### src/rtl/scan_ctrl_pkg.sv
// Shared types and constants for the scan chain controller.
// Optional feature macro: SCAN_CTRL_READBACK_EN (adds the EMIT state and capture path).
package scan_ctrl_pkg;

    localparam int BYTE_BITS = 8;
    localparam int BIT_CNT_W = $clog2(BYTE_BITS);

    typedef enum logic [2:0] {
        IDLE   = 3'd0,
        LOAD   = 3'd1,
        SHIFT  = 3'd2,
`ifdef SCAN_CTRL_READBACK_EN
        EMIT   = 3'd3,
`endif
        FINISH = 3'd4
    } state_t;

endpackage

### src/rtl/scan_byte_serdes.sv
// Byte serialiser/deserialiser: holds the outgoing byte, the optional captured
// byte and the bit position within the current byte.
// Optional feature macro: SCAN_CTRL_READBACK_EN (adds the rx capture register).
module scan_byte_serdes
    import scan_ctrl_pkg::*;
(
    input  logic                 clk,
    input  logic                 rst_n,
    input  logic                 load,
    input  logic [BYTE_BITS-1:0] load_data,
    input  logic                 shift,
`ifdef SCAN_CTRL_READBACK_EN
    input  logic                 scan_out,
    output logic [BYTE_BITS-1:0] rx_data,
`endif
    output logic                 scan_in,
    output logic                 last_bit
);

    logic [BYTE_BITS-1:0] tx_reg, tx_next;
    logic [BIT_CNT_W-1:0] bit_cnt_reg, bit_cnt_next;

    // Next tx byte and bit position; the counter wraps to 0 after the last bit.
    always_comb begin
        tx_next      = load ? load_data : tx_reg;
        bit_cnt_next = bit_cnt_reg;
        if (load)
            bit_cnt_next = '0;
        else if (shift)
            bit_cnt_next = bit_cnt_reg + BIT_CNT_W'(1);
    end

    // Register tx byte and bit position.
    always_ff @(posedge clk or negedge rst_n) begin
        if (!rst_n) begin
            tx_reg      <= '0;
            bit_cnt_reg <= '0;
        end else begin
            tx_reg      <= tx_next;
            bit_cnt_reg <= bit_cnt_next;
        end
    end

    // Bit k of the byte goes out on shift cycle k, LSB first; quiet when not shifting.
    assign scan_in  = shift & tx_reg[bit_cnt_reg];
    assign last_bit = shift && (bit_cnt_reg == BIT_CNT_W'(BYTE_BITS - 1));

`ifdef SCAN_CTRL_READBACK_EN
    logic [BYTE_BITS-1:0] rx_reg, rx_next;

    // Each rx bit captures scan_out on the shift edge of its own bit position.
    for (genvar gi = 0; gi < BYTE_BITS; gi++) begin : g_rx_bit
        assign rx_next[gi] = (shift && (bit_cnt_reg == BIT_CNT_W'(gi))) ? scan_out : rx_reg[gi];
    end

    // Register captured byte.
    always_ff @(posedge clk or negedge rst_n) begin
        if (!rst_n)
            rx_reg <= '0;
        else
            rx_reg <= rx_next;
    end

    assign rx_data = rx_reg;
`endif

endmodule

### src/rtl/scan_controller.sv
// Full-chain scan exchange controller: shifts host bytes into a scan chain,
// one byte per 8 scan_enable cycles, optionally returning the displaced bits.
// Optional feature macro: SCAN_CTRL_READBACK_EN (readback via out_* handshake).
module scan_controller
    import scan_ctrl_pkg::*;
#(
    parameter int CHAIN_LEN  = 256,
    parameter int DATA_WIDTH = 8
) (
    input  logic                  clk,
    input  logic                  rst_n,
    input  logic                  start,
    input  logic [DATA_WIDTH-1:0] in_data,
    input  logic                  in_valid,
    output logic                  in_ready,
    output logic [DATA_WIDTH-1:0] out_data,
    output logic                  out_valid,
    input  logic                  out_ready,
    output logic                  scan_enable,
    output logic                  scan_in,
    input  logic                  scan_out,
    output logic                  busy,
    output logic                  done
);

    localparam int NUM_BYTES = CHAIN_LEN / BYTE_BITS;
    localparam int CNT_W     = (NUM_BYTES > 1) ? $clog2(NUM_BYTES) : 1;
    localparam logic [CNT_W-1:0] LAST_IDX = CNT_W'(NUM_BYTES - 1);

    state_t           state_reg, state_next;
    logic [CNT_W-1:0] byte_cnt_reg, byte_cnt_next;
    logic             load_tx;
    logic             last_bit;
    logic             last_byte;
    logic             cnt_clr;
    logic             cnt_adv;

    assign last_byte = (byte_cnt_reg == LAST_IDX);

    // State and byte counter registers.
    always_ff @(posedge clk or negedge rst_n) begin
        if (!rst_n) begin
            state_reg    <= IDLE;
            byte_cnt_reg <= '0;
        end else begin
            state_reg    <= state_next;
            byte_cnt_reg <= byte_cnt_next;
        end
    end

    // Next-state and output decode; scan_enable only ever asserted in SHIFT.
    always_comb begin
        state_next  = state_reg;
        in_ready    = 1'b0;
        scan_enable = 1'b0;
        done        = 1'b0;
        load_tx     = 1'b0;
        cnt_clr     = 1'b0;
        cnt_adv     = 1'b0;
`ifdef SCAN_CTRL_READBACK_EN
        out_valid   = 1'b0;
`endif
        case (state_reg)
            IDLE: begin
                if (start) begin
                    state_next = LOAD;
                    cnt_clr    = 1'b1;
                end
            end
            LOAD: begin
                in_ready = 1'b1;
                if (in_valid) begin
                    load_tx    = 1'b1;
                    state_next = SHIFT;
                end
            end
            SHIFT: begin
                scan_enable = 1'b1;
                if (last_bit) begin
`ifdef SCAN_CTRL_READBACK_EN
                    state_next = EMIT;
`else
                    if (last_byte) begin
                        state_next = FINISH;
                    end else begin
                        state_next = LOAD;
                        cnt_adv    = 1'b1;
                    end
`endif
                end
            end
`ifdef SCAN_CTRL_READBACK_EN
            EMIT: begin
                out_valid = 1'b1;
                if (out_ready) begin
                    if (last_byte) begin
                        state_next = FINISH;
                    end else begin
                        state_next = LOAD;
                        cnt_adv    = 1'b1;
                    end
                end
            end
`endif
            FINISH: begin
                done       = 1'b1;
                state_next = IDLE;
            end
            default: state_next = IDLE;
        endcase
    end

    // Byte index: cleared on start, advanced between bytes, never wraps.
    always_comb begin
        byte_cnt_next = byte_cnt_reg;
        if (cnt_clr)
            byte_cnt_next = '0;
        else if (cnt_adv)
            byte_cnt_next = byte_cnt_reg + CNT_W'(1);
    end

    assign busy = (state_reg != IDLE);

`ifdef SCAN_CTRL_READBACK_EN
    logic [BYTE_BITS-1:0] rx_data;

    scan_byte_serdes u_serdes (
        .clk       (clk),
        .rst_n     (rst_n),
        .load      (load_tx),
        .load_data (in_data),
        .shift     (scan_enable),
        .scan_out  (scan_out),
        .rx_data   (rx_data),
        .scan_in   (scan_in),
        .last_bit  (last_bit)
    );

    assign out_data = rx_data;
`else
    logic unused_inputs;

    scan_byte_serdes u_serdes (
        .clk       (clk),
        .rst_n     (rst_n),
        .load      (load_tx),
        .load_data (in_data),
        .shift     (scan_enable),
        .scan_in   (scan_in),
        .last_bit  (last_bit)
    );

    // Load-only build: no return path.
    assign out_valid     = 1'b0;
    assign out_data      = '0;
    assign unused_inputs = scan_out ^ out_ready;
`endif

endmodule
### config.mk
export PLATFORM = sky130hd
export DESIGN_NAME = scan_controller
export DESIGN_NICKNAME = d
export VERILOG_FILES = /design/src/rtl/scan_ctrl_pkg.sv /design/src/rtl/scan_byte_serdes.sv /design/src/rtl/scan_controller.sv
export SDC_FILE = /design/constraint.sdc
export NUM_CORES = 1
export LEC_CHECK = 0
export CAP_MARGIN = 10
export CORE_UTILIZATION = 42
export DETAILED_ROUTE_END_ITERATION = 10
export PLACE_DENSITY = 0.7
export SETUP_SLACK_MARGIN = 0.5
export SYNTH_ARGS = -nofsm -noshare
export SYNTH_HDL_FRONTEND = slang
export SYNTH_SLANG_ARGS = --single-unit
### constraint.sdc
create_clock -name clk -period 2.1 [get_ports clk]
set_clock_uncertainty 0.2 [all_clocks]
set_input_delay 0.315 -clock clk [delete_from_list [all_inputs] [get_ports clk]]
set_output_delay 0.315 -clock clk [all_outputs]
set_load 0.01 [all_outputs]
==> impl_results.md, run 1 <==
- Maximum clock path buffer count: 2
- CP peak stage delay: 0.54 ns
- Power density over the cells: 1150 nW/µm²
- Max-cap violations: 0
- DP Wirelength: 1.38 mm
- Synth cell types: 29
- CP Cell Sequence: mux4_2, nor2_4, nor4_4, buf_2
- Vias/cell: 5.23
- Layout cells sized above 1: 55.5%
- Worst-Skew Late Latency: 0.30 ns
- Number of diodes: 0
- Setup violations, final: 0
- Final Util: 75.6%
- Antenna-violating nets left: 0
- Cts hold-fix bufs: 0
- Post-synth EDFFs: 0
- Die area: 2600 µm²
- Core ar.: 2230 µm²
- Setup TNS: 0 ns
- Crit path DAT: 1.58 ns
- Synth Warn #: 0
- Delay-heaviest family, CP: multiplexers
- Via count: 863
- CP Max Fanout: 4
- Endpoint class of the critical path: output port
- Worst min path class: in -> async
- Filler cells: 142
- Number of CTS-inserted buffers: 3
- DRT Pass-1 Iters: 4
- Vias in the first global route: 897
- Asr flop ratio synth: 100%
- Syn-to-layout area delta: 67.3%
- Overall Global Routing Usage: 23.2%
- Crit start category: register
- CP max stage cell: mux4_2
- Mapped cell area: 1010 µm²
- Synthesized instance count: 92
- Register area share after synthesis: 47.1%
- Most used DFF post-synth: dfrtp_1
- Post-synth top area cell: dfrtp_1
- Final min period: 2.09 ns
- Status: completed
- CTS HTree Levels: 1
- CTS tree: done
- Row cnt: 17
- CTS root buf: clkbuf_4
- Req. time, crit path: 1.58 ns
- Number of synthesized register bits: 19
- Port bufs: 16
- Die X: 51.0 µm
- Initial Utilization: 45.2%
- Synth top area share: 47.1%
- Synth top area cells: dfrtp_1 47%, mux2_2 10%, buf_4 6.7%
- CP Class: reg -> out
- Fin crit share: 99.7%
- Leakage: 0.000762 µW
- Congestion Overflow GR: 0
- Syn avg cell area: 11.0 µm²
- RePlAce Congestion: 0.744
- Buf+Inv Stages, Crit Path: 1
- Peak supply drop: 0.915 mV
- Average wire per standard cell: 16.6 µm
- Detailed Route WL: 2.75 mm
- Fin nets: 156
- Global-route wire length before repair: 4.31 mm
- RSZ-0062 raised after global routing: true
- Clock transition at path regs: 0.11 ns
- Clock Sinks: 19
- DRT iter0 DRCs: 11
- Max reg flops: 8
- Fmax: 477 MHz
- Final Slew Violations: 0
- Largest net degree at the start of global routing: 20
- Initial antenna violation count: 0
- Hold Fails Final Rpt: 0
- # IOs: 28
- Die span in y: 51.0 µm
- DRC Markers: 0
-- cell usage after synthesis, types with 2 or more instances --
| library cell | instances |
|---|---|
| ha_1 | 4 |
| nand2_1 | 5 |
| o21ai_0 | 3 |
| nor2_1 | 3 |
| nand3_1 | 4 |
| nor3b_1 | 3 |
| mux2_2 | 9 |
| a21oi_1 | 7 |
| dfrtp_1 | 19 |
| buf_2 | 2 |
| and3_1 | 3 |
| nand2b_1 | 3 |
| mux2i_1 | 2 |
| or3_1 | 2 |
| buf_4 | 9 |
-- layout make-up --
cell class                 count  area [µm²]  area share (%)
multi-input combinational     69         697            41.3
inverter                       1        8.76           0.519
tap                           28        35.0            2.07
sequential                    19         477            28.2
timing repair buffer          44         444            26.3
clock inverter                 1        5.00           0.296
clock buffer                   3        22.5            1.33
-- cells by family after synthesis --
family	after synthesis	share of synthesized area, %
compound gates	13	7.19
xor+xnor	1	0.868
fa+ha+maj	4	4.96
buf+inv	12	8.05
flops	19	47.1
mux	12	14.3
other cells	1	0.371
simple gates	30	17.2
-- worst register-to-register path: cells and delay by family, from the launching register on --
family | cells | cell delay, ns
AO/OA/AOI/OAI | 1 | 0.15
flip-flops | 1 | 0.45
AND/OR/NAND/NOR | 3 | 0.79
adder cells (fa/ha/maj) | 2 | 0.38
-- power by group --
| part | total (µW) | switching [µW] | internal [µW] |
|---|---|---|---|
| clock network | 188 | 117 | 71.0 |
| registers | 592 | 102 | 489 |
| logic | 1160 | 469 | 692 |
-- worst paths after layout --
check                                   startpoint  slack, ns                 endpoint  cells past startpoint
max                        u_serdes.bit_cnt_reg[1]      0.006                  scan_in                      4
min                                          rst_n       0.13       u_serdes.tx_reg[3]                      2
max reg2reg                        byte_cnt_reg[1]       0.06          byte_cnt_reg[3]                      6
min reg2reg                     u_serdes.tx_reg[2]       0.32       u_serdes.tx_reg[2]                      1
max in group asynchronous                    rst_n       1.35  u_serdes.bit_cnt_reg[1]                      2
min in group clk                u_serdes.tx_reg[2]       0.32       u_serdes.tx_reg[2]                      1
-- through the flow --
| step | instance area [µm²] | hold slack (ns) | setup WS [ns] | instances | power (µW) |
|---|---|---|---|---|---|
| 5_1_grt | 1690 | 0.140 | -0.0534 | 165 | 2040 |
| 4_1_cts | 1560 | 0.134 | -0.0138 | 159 | 1740 |
| 2_1_floorplan | 1090 | -0.181 | 0.233 | 100 | 987 |
| 3_5_place_dp | 1290 | 0.300 | -0.103 | 144 | 1240 |
| 3_3_place_gp | 1290 | 0.286 | -0.0757 | 144 | 1220 |
| 6_report | 1690 | 0.129 | 0.00553 | 165 | 1940 |
-- metal layers --
layer  up-vias  routed length [µm]  GRT usage, %
met5         -                   0             0
met1       428                1190          27.6
met3        10                  85          3.57
met2        24                1380          39.5
met4         0                  87          13.0
li1        401                   -             -
-- placed cells by master (no fill, tap or decap), drive strengths merged, types with 2 or more instances in the layout --
master,synthesis,layout
o21ai,3,3
clkdlybuf4s50,0,11
or3,2,2
conb,1,9
buf,11,33
nor3b,3,3
nand2,5,5
dfrtp,19,19
clkinv,1,2
mux2i,2,2
clkbuf,0,3
nor2,3,3
nand3,4,4
ha,4,4
nand2b,3,3
mux2,9,9
and3,3,3
a21oi,7,7
-- what timing repair did --
item,CTS,global route
gates resized for setup,70,16
buffers inserted,10,6
setup endpoints to repair,23,24
pin swaps,17,14
cloned,1,0
endpoints found under the hold margin,0,0
No activity file was read; power rests on OpenSTA's default activity.
==> run 2: changes to the inputs <==
--- a/config.mk
+++ b/config.mk
@@ -6,9 +6,10 @@
 export NUM_CORES = 1
 export LEC_CHECK = 0
 export CAP_MARGIN = 10
-export CORE_UTILIZATION = 42
+export CORE_UTILIZATION = 30
+export CTS_BUF_LIST = sky130_fd_sc_hd__clkbuf_8 sky130_fd_sc_hd__clkbuf_16
 export DETAILED_ROUTE_END_ITERATION = 10
-export PLACE_DENSITY = 0.7
+export PLACE_DENSITY = 0.52
 export SETUP_SLACK_MARGIN = 0.5
 export SYNTH_ARGS = -nofsm -noshare
 export SYNTH_HDL_FRONTEND = slang
==> run 2 against run 1 <==
Cell area is 1.3% lower. Sequential share of layout area is 0.36 points higher. Sequential power is 1% lower. Largest cell class unchanged. Register-to-register slack better by 0.09 ns. First-iteration DRC count is 45% higher. Setup slack better by 0.057 ns. Combinational power is 14% lower.
==> impl_results.md, run 2 (same netlist as run 1, synthesis figures left out) <==
- Vias in the first global route: 822 (-8.4%)
- Die area: 3600 µm² (+38%)
- Fin nets: 155 (-0.64%)
- Die X: 60.0 µm (+18%)
- CTS tree: done
- Die span in y: 60.0 µm (+18%)
- Global-route wire length before repair: 3.64 mm (-15%)
- Final Slew Violations: 0 (unchanged)
- Average wire per standard cell: 12.6 µm (-25%)
- Congestion Overflow GR: 0 (unchanged)
- CTS root buf: clkbuf_8
- Fmax: 491 MHz (+2.8%)
- Crit path DAT: 1.52 ns (-0.06 ns)
- Pre-CTS setup slack: -0.133 ns (-0.0303 ns)
- Endpoint class of the critical path: output port
- Worst-Skew Late Latency: 0.26 ns (-0.04 ns)
- Max reg flops: 8 (unchanged)
- Number of diodes: 0 (unchanged)
- DRT iter0 DRCs: 16 (+5)
- Status: completed
- Largest net degree at the start of global routing: 20 (unchanged)
- Clock transition at path regs: 0.07 ns (-0.04 ns)
- RSZ-0062 raised after global routing: true
- RR Endpoint: byte_cnt_reg[3]
- Peak supply drop: 0.402 mV (-56%)
- CP Max Fanout: 4 (unchanged)
- Overall Global Routing Usage: 14.2% (-9.0 points)
- Crit start category: register
- Setup TNS: 0 ns (unchanged)
- Final worst setup slack: 0.0626 ns (+0.0570 ns)
- Placed cells: 159 (+10%)
- DRC Markers: 0 (unchanged)
- Row cnt: 20 (+3)
- Antenna-violating nets left: 0 (unchanged)
- Number of CTS-inserted buffers: 3 (unchanged)
- Core ar.: 3130 µm² (+40%)
- Power density over the cells: 1100 nW/µm² (-4.1%)
- RePlAce Congestion: 0.731 (-1.7%)
- Req. time, crit path: 1.58 ns (about the same)
- DRT Pass-1 Iters: 2 (-2)
- Final std cells w/o fill: 180 (+9.1%)
- CP Class: reg -> out
- Final min period: 2.04 ns (-0.0570 ns)
- # IOs: 28 (unchanged)
- Fin crit share: 97.0% (-2.7 points)
- FF-to-FF Start: byte_cnt_reg[1]
- Port bufs: 16 (unchanged)
- Worst R2R Setup Slack: 0.15 ns (+0.09 ns)
- Via count: 831 (-3.7%)
- CTS HTree Levels: 1 (unchanged)
- Setup violations, final: 0 (unchanged)
- Cts hold-fix bufs: 0 (unchanged)
- Vias/cell: 4.62 (-12%)
- Clock Sinks: 19 (unchanged)
- Commonest non-fill, non-tap cells in the layout: 18 x dfrtp_1, 13 x buf_6, 13 x buf_4
- Max-cap violations: 0 (unchanged)
- Worst min path class: in -> async
- Hold Fails Final Rpt: 0 (unchanged)
- Worst r2r path cells: 6 (unchanged)
- Layout cells sized above 1: 55.1% (-0.33 points)
- Leakage: 0.000745 µW (-2.3%)
- DP Wirelength: 1.36 mm (-1.5%)
- Maximum clock path buffer count: 2 (unchanged)
- Detailed Route WL: 2.26 mm (-18%)
- Initial Utilization: 32.3% (-13 points)
- Initial antenna violation count: 0 (unchanged)
- Most common cell after layout, fill and taps aside: dfrtp_1
- Syn-to-layout area delta: 65.2%
[run 2: cell types whose count changed in the layout (fill, tap and decap cells not counted), sizes merged]
| cell | before | now |
|---|---|---|
| and2 | 1 | 2 |
| buf | 33 | 31 |
| clkinv | 2 | 1 |
| inv | 0 | 1 |
[run 2: how the worst max path moves through the flow]
stage | from | to | slack, ns
floorplan | byte_cnt_reg[1] | byte_cnt_reg[3] | 0.23
global placement | u_serdes.bit_cnt_reg[1] | scan_in | -0.13
detailed placement | u_serdes.bit_cnt_reg[1] | scan_in | -0.13
CTS | u_serdes.bit_cnt_reg[1] | scan_in | 0.04
global route | u_serdes.bit_cnt_reg[1] | scan_in | 0.005
finish | u_serdes.bit_cnt_reg[1] | scan_in | 0.06
[run 2: metrics by stage]
| stage | total power, µW | util, % | hold WS [ns] | area [µm²] |
|---|---|---|---|---|
| global placement | 1220 | 41.6 | 0.291 | 1300 |
| global route | 1960 | 53.3 | 0.209 | 1670 |
| floorplan | 987 | - | -0.181 | 1090 |
| detailed placement | 1240 | 41.6 | 0.298 | 1300 |
| CTS | 1740 | 49.0 | 0.195 | 1530 |
| finish | 1840 | 53.3 | 0.185 | 1670 |
[run 2: worst max-delay path, cell delays in order, from the launching register on]
cell and delay, ns:
dfrtp_2 0.43, mux4_2 0.54, nor2_4 0.12, nor4_4 0.04, buf_2 0.14
[run 2: final cells by class]
cell class | instances | area [µm²]
fillers | 278 | 1460
flip-flops and latches | 19 | 477
clock buffers | 3 | 41.3
multi-input cells | 70 | 693
clock inverters | 1 | 3.75
inverters | 1 | 8.76
repair buffers | 42 | 389
well taps | 44 | 55.1
[run 2: where the power goes]
group,internal (µW),leakage [µW],switching [µW]
Sequential,490,0.000242,95.0
Combinational,606,0.000476,395
Clock,130,0.0000269,122
Total,1230,0.000745,612
[run 2: layer usage]
layer,track usage [%],vias to the layer above,wire length [µm]
met2,24.3,20,1130
met1,16.6,407,1020
met5,0,-,0
met3,2.16,5,58
met4,8.64,0,44
li1,-,399,-
[run 2: timing repair]
| item | CTS | global route |
|---|---|---|
| pin swaps | 10 | 10 |
| setup buffers | 11 | 5 |
| resized for setup | 54 | 23 |
| endpoints found under the setup margin | 24 | 24 |
| cloned | 1 | 0 |
==> run 3: changes to the inputs <==
--- a/config.mk
+++ b/config.mk
@@ -9,8 +9,9 @@
 export CORE_UTILIZATION = 30
 export CTS_BUF_LIST = sky130_fd_sc_hd__clkbuf_8 sky130_fd_sc_hd__clkbuf_16
 export DETAILED_ROUTE_END_ITERATION = 10
-export PLACE_DENSITY = 0.52
-export SETUP_SLACK_MARGIN = 0.5
+export PLACE_DENSITY = 0.6
+export SETUP_SLACK_MARGIN = 0.2
+export SLEW_MARGIN = 20
 export SYNTH_ARGS = -nofsm -noshare
 export SYNTH_HDL_FRONTEND = slang
 export SYNTH_SLANG_ARGS = --single-unit
==> run 3 against run 2 <==
Hold slack gained 0.010 ns. Core utilization is 5.4 points lower. Non-clock buffer count fell by 4. Highest routed layer unchanged. Cell area decreased by 10%. Clock power is 4% lower. Largest cell class unchanged. Setup slack improved by 0.031 ns. Critical path depth fell by 1. Sequential power shrank 2%. Clock-buffer cell count did not move. Power fell by 14%. Maximum frequency grew 1.5%. Flip-flop and latch count did not move. Largest power group unchanged.
==> impl_results.md, run 3 (same netlist as run 1, synthesis figures left out) <==
- Via count: 798 (-4.0%)
- DP Wirelength: 1.41 mm (+3.3%)
- Fin crit share: 95.6% (-1.5 points)
- Max reg flops: 8 (unchanged)
- Area of the multi-input gates: 578 µm² (-17%)
- Hold Fails Final Rpt: 0 (unchanged)
- RSZ-0062 raised after global routing: true
- Core ar.: 3130 µm² (unchanged)
- Global-route wire length before repair: 3.57 mm (-1.9%)
- Maximum clock path buffer count: 2 (unchanged)
- Final std cells w/o fill: 175 (-2.8%)
- Die X: 60.0 µm (unchanged)
- Part of the power in registers: 36.1% (+4.3 points)
- Leakage: 0.000674 µW (-9.4%)
- CP Max Fanout: 2 (-2)
- DRT iter0 DRCs: 20 (+4)
- Final worst setup slack: 0.0931 ns (+0.0305 ns)
- Worst-Skew Late Latency: 0.25 ns (about the same)
- CTS tree: done
- Uppermost layer routed: met4
- Syn-to-layout area delta: 48.5%
- DRC Markers: 0 (unchanged)
- Antenna-violating nets left: 0 (unchanged)
- CP Class: reg -> out
- Req. time, crit path: 1.58 ns (about the same)
- Filler cells: 294 (+5.8%)
- Cts hold-fix bufs: 0 (unchanged)
- Net Sw Frac: 32.6% (-0.71 points)
- Die area: 3600 µm² (unchanged)
- Worst r2r path cells: 7 (+1)
- Post-DP Area: 1280 µm² (-1.3%)
- Final Slew Violations: 0 (unchanged)
- Average wire per standard cell: 12.0 µm (-4.1%)
- P_sw: 517 µW (-16%)
- Crit start category: register
- Met2 WL: 1.09 mm (-3.6%)
- Congestion Overflow GR: 0 (unchanged)
- Setup violations, final: 0 (unchanged)
- Internal Power: 1070 µW (-13%)
- Placed cells: 161 (+1.3%)
- Number of CTS-inserted buffers: 3 (unchanged)
- # IOs: 28 (unchanged)
- Comb power frac: 48.5% (-5.9 points)
- RePlAce Congestion: 0.724 (-0.96%)
- CTS HTree Levels: 1 (unchanged)
- Max-cap violations: 0 (unchanged)
- Overall Global Routing Usage: 13.5% (-0.68 points)
- Crit path DAT: 1.49 ns (-0.03 ns)
- Design area: 1500 µm² (-10%)
- Vias in the first global route: 809 (-1.6%)
- WL met1: 899 µm (-12%)
- Worst min path class: in -> async
- DRT Pass-1 Iters: 4 (+2)
- Vias/cell: 4.56 (-1.2%)
- Most common cell after layout, fill and taps aside: dfrtp_1
- Endpoint class of the critical path: output port
- Initial antenna violation count: 0 (unchanged)
- Die span in y: 60.0 µm (unchanged)
- Pre-CTS setup slack: -0.0810 ns (+0.0525 ns)
- Clock group share of total power: 15.3% (+1.6 points)
- Port bufs: 16 (unchanged)
- Largest net degree at the start of global routing: 20 (unchanged)
- Register area: 475 µm² (-0.26%)
- Final min period: 2.01 ns (-0.0305 ns)
- Detailed Route WL: 2.11 mm (-6.8%)
- DR WL met3: 81 µm (+40%)
- Initial Utilization: 32.3% (unchanged)
- Clock Sinks: 19 (unchanged)
- Number of diodes: 0 (unchanged)
- Fmax: 498 MHz (+1.5%)
- Commonest non-fill, non-tap cells in the layout: 19 x dfrtp_1, 17 x buf_4, 11 x clkdlybuf4s50_1
- Clock transition at path regs: 0.07 ns (about the same)
- Fin nets: 150 (-3.2%)
- Setup TNS: 0 ns (unchanged)
- CTS root buf: clkbuf_8
- Peak supply drop: 0.509 mV (+27%)
- Row cnt: 20 (unchanged)
- Status: completed
- Power density over the cells: 1060 nW/µm² (-3.9%)
- Layout cells sized above 1: 42.0% (-13 points)
run 3: final timing paths:
| kind | start | to | slack [ns] |
|---|---|---|---|
| setup / recovery | state_reg[0] | scan_in | 0.09 |
| hold / removal | rst_n | u_serdes.tx_reg[6] | 0.19 |
| setup reg to reg | byte_cnt_reg[0] | byte_cnt_reg[0] | 0.10 |
| hold reg to reg | byte_cnt_reg[2] | byte_cnt_reg[2] | 0.31 |
| max in group asynchronous | rst_n | byte_cnt_reg[3] | 1.30 |
| min in group clk | byte_cnt_reg[2] | byte_cnt_reg[2] | 0.31 |
run 3: critical path: stages (launching register included):
cell and delay [ns]:
dfrtp_1 0.38, or3b_4 0.42, nor4_2 0.27, buf_2 0.17
run 3: power by group through the flow:
| stage | clock [µW] | combinational [µW] | sequential (µW) |
|---|---|---|---|
| finish | 243 | 771 | 574 |
| global route | 270 | 845 | 590 |
| CTS | 251 | 744 | 568 |
| detailed placement | 0 | 652 | 575 |
| global placement | 0 | 634 | 570 |
| floorplan | 0 | 382 | 569 |
run 3: through the flow:
step	utilization (%)	total power, µW	hold slack (ns)
3_5_place_dp	41.0	1230	0.296
4_1_cts	46.4	1560	0.200
6_report	47.9	1590	0.195
2_1_floorplan	-	951	-0.181
5_1_grt	47.9	1710	0.210
3_3_place_gp	41.0	1200	0.279
run 3: routing by layer:
layer,vias to the layer above,GRT usage [%]
met3,4,2.60
met2,26,24.1
met1,382,15.4
met5,-,0
li1,386,-
met4,0,6.31
run 3: what timing repair did:
action / 4_1_cts / 5_1_grt
buffers inserted: 8 / 2
resized for setup: 29 / 11
setup endpoints to repair: 6 / 9
pin swaps: 4 / 4
run 3: layout make-up:
class	count	share of cell area [%]
tap	44	3.67
clock inverter	1	0.250
sequential	19	31.7
clock buffer	3	2.75
timing repair buffer	38	22.5
multi-input combinational	69	38.6
inverter	1	0.584
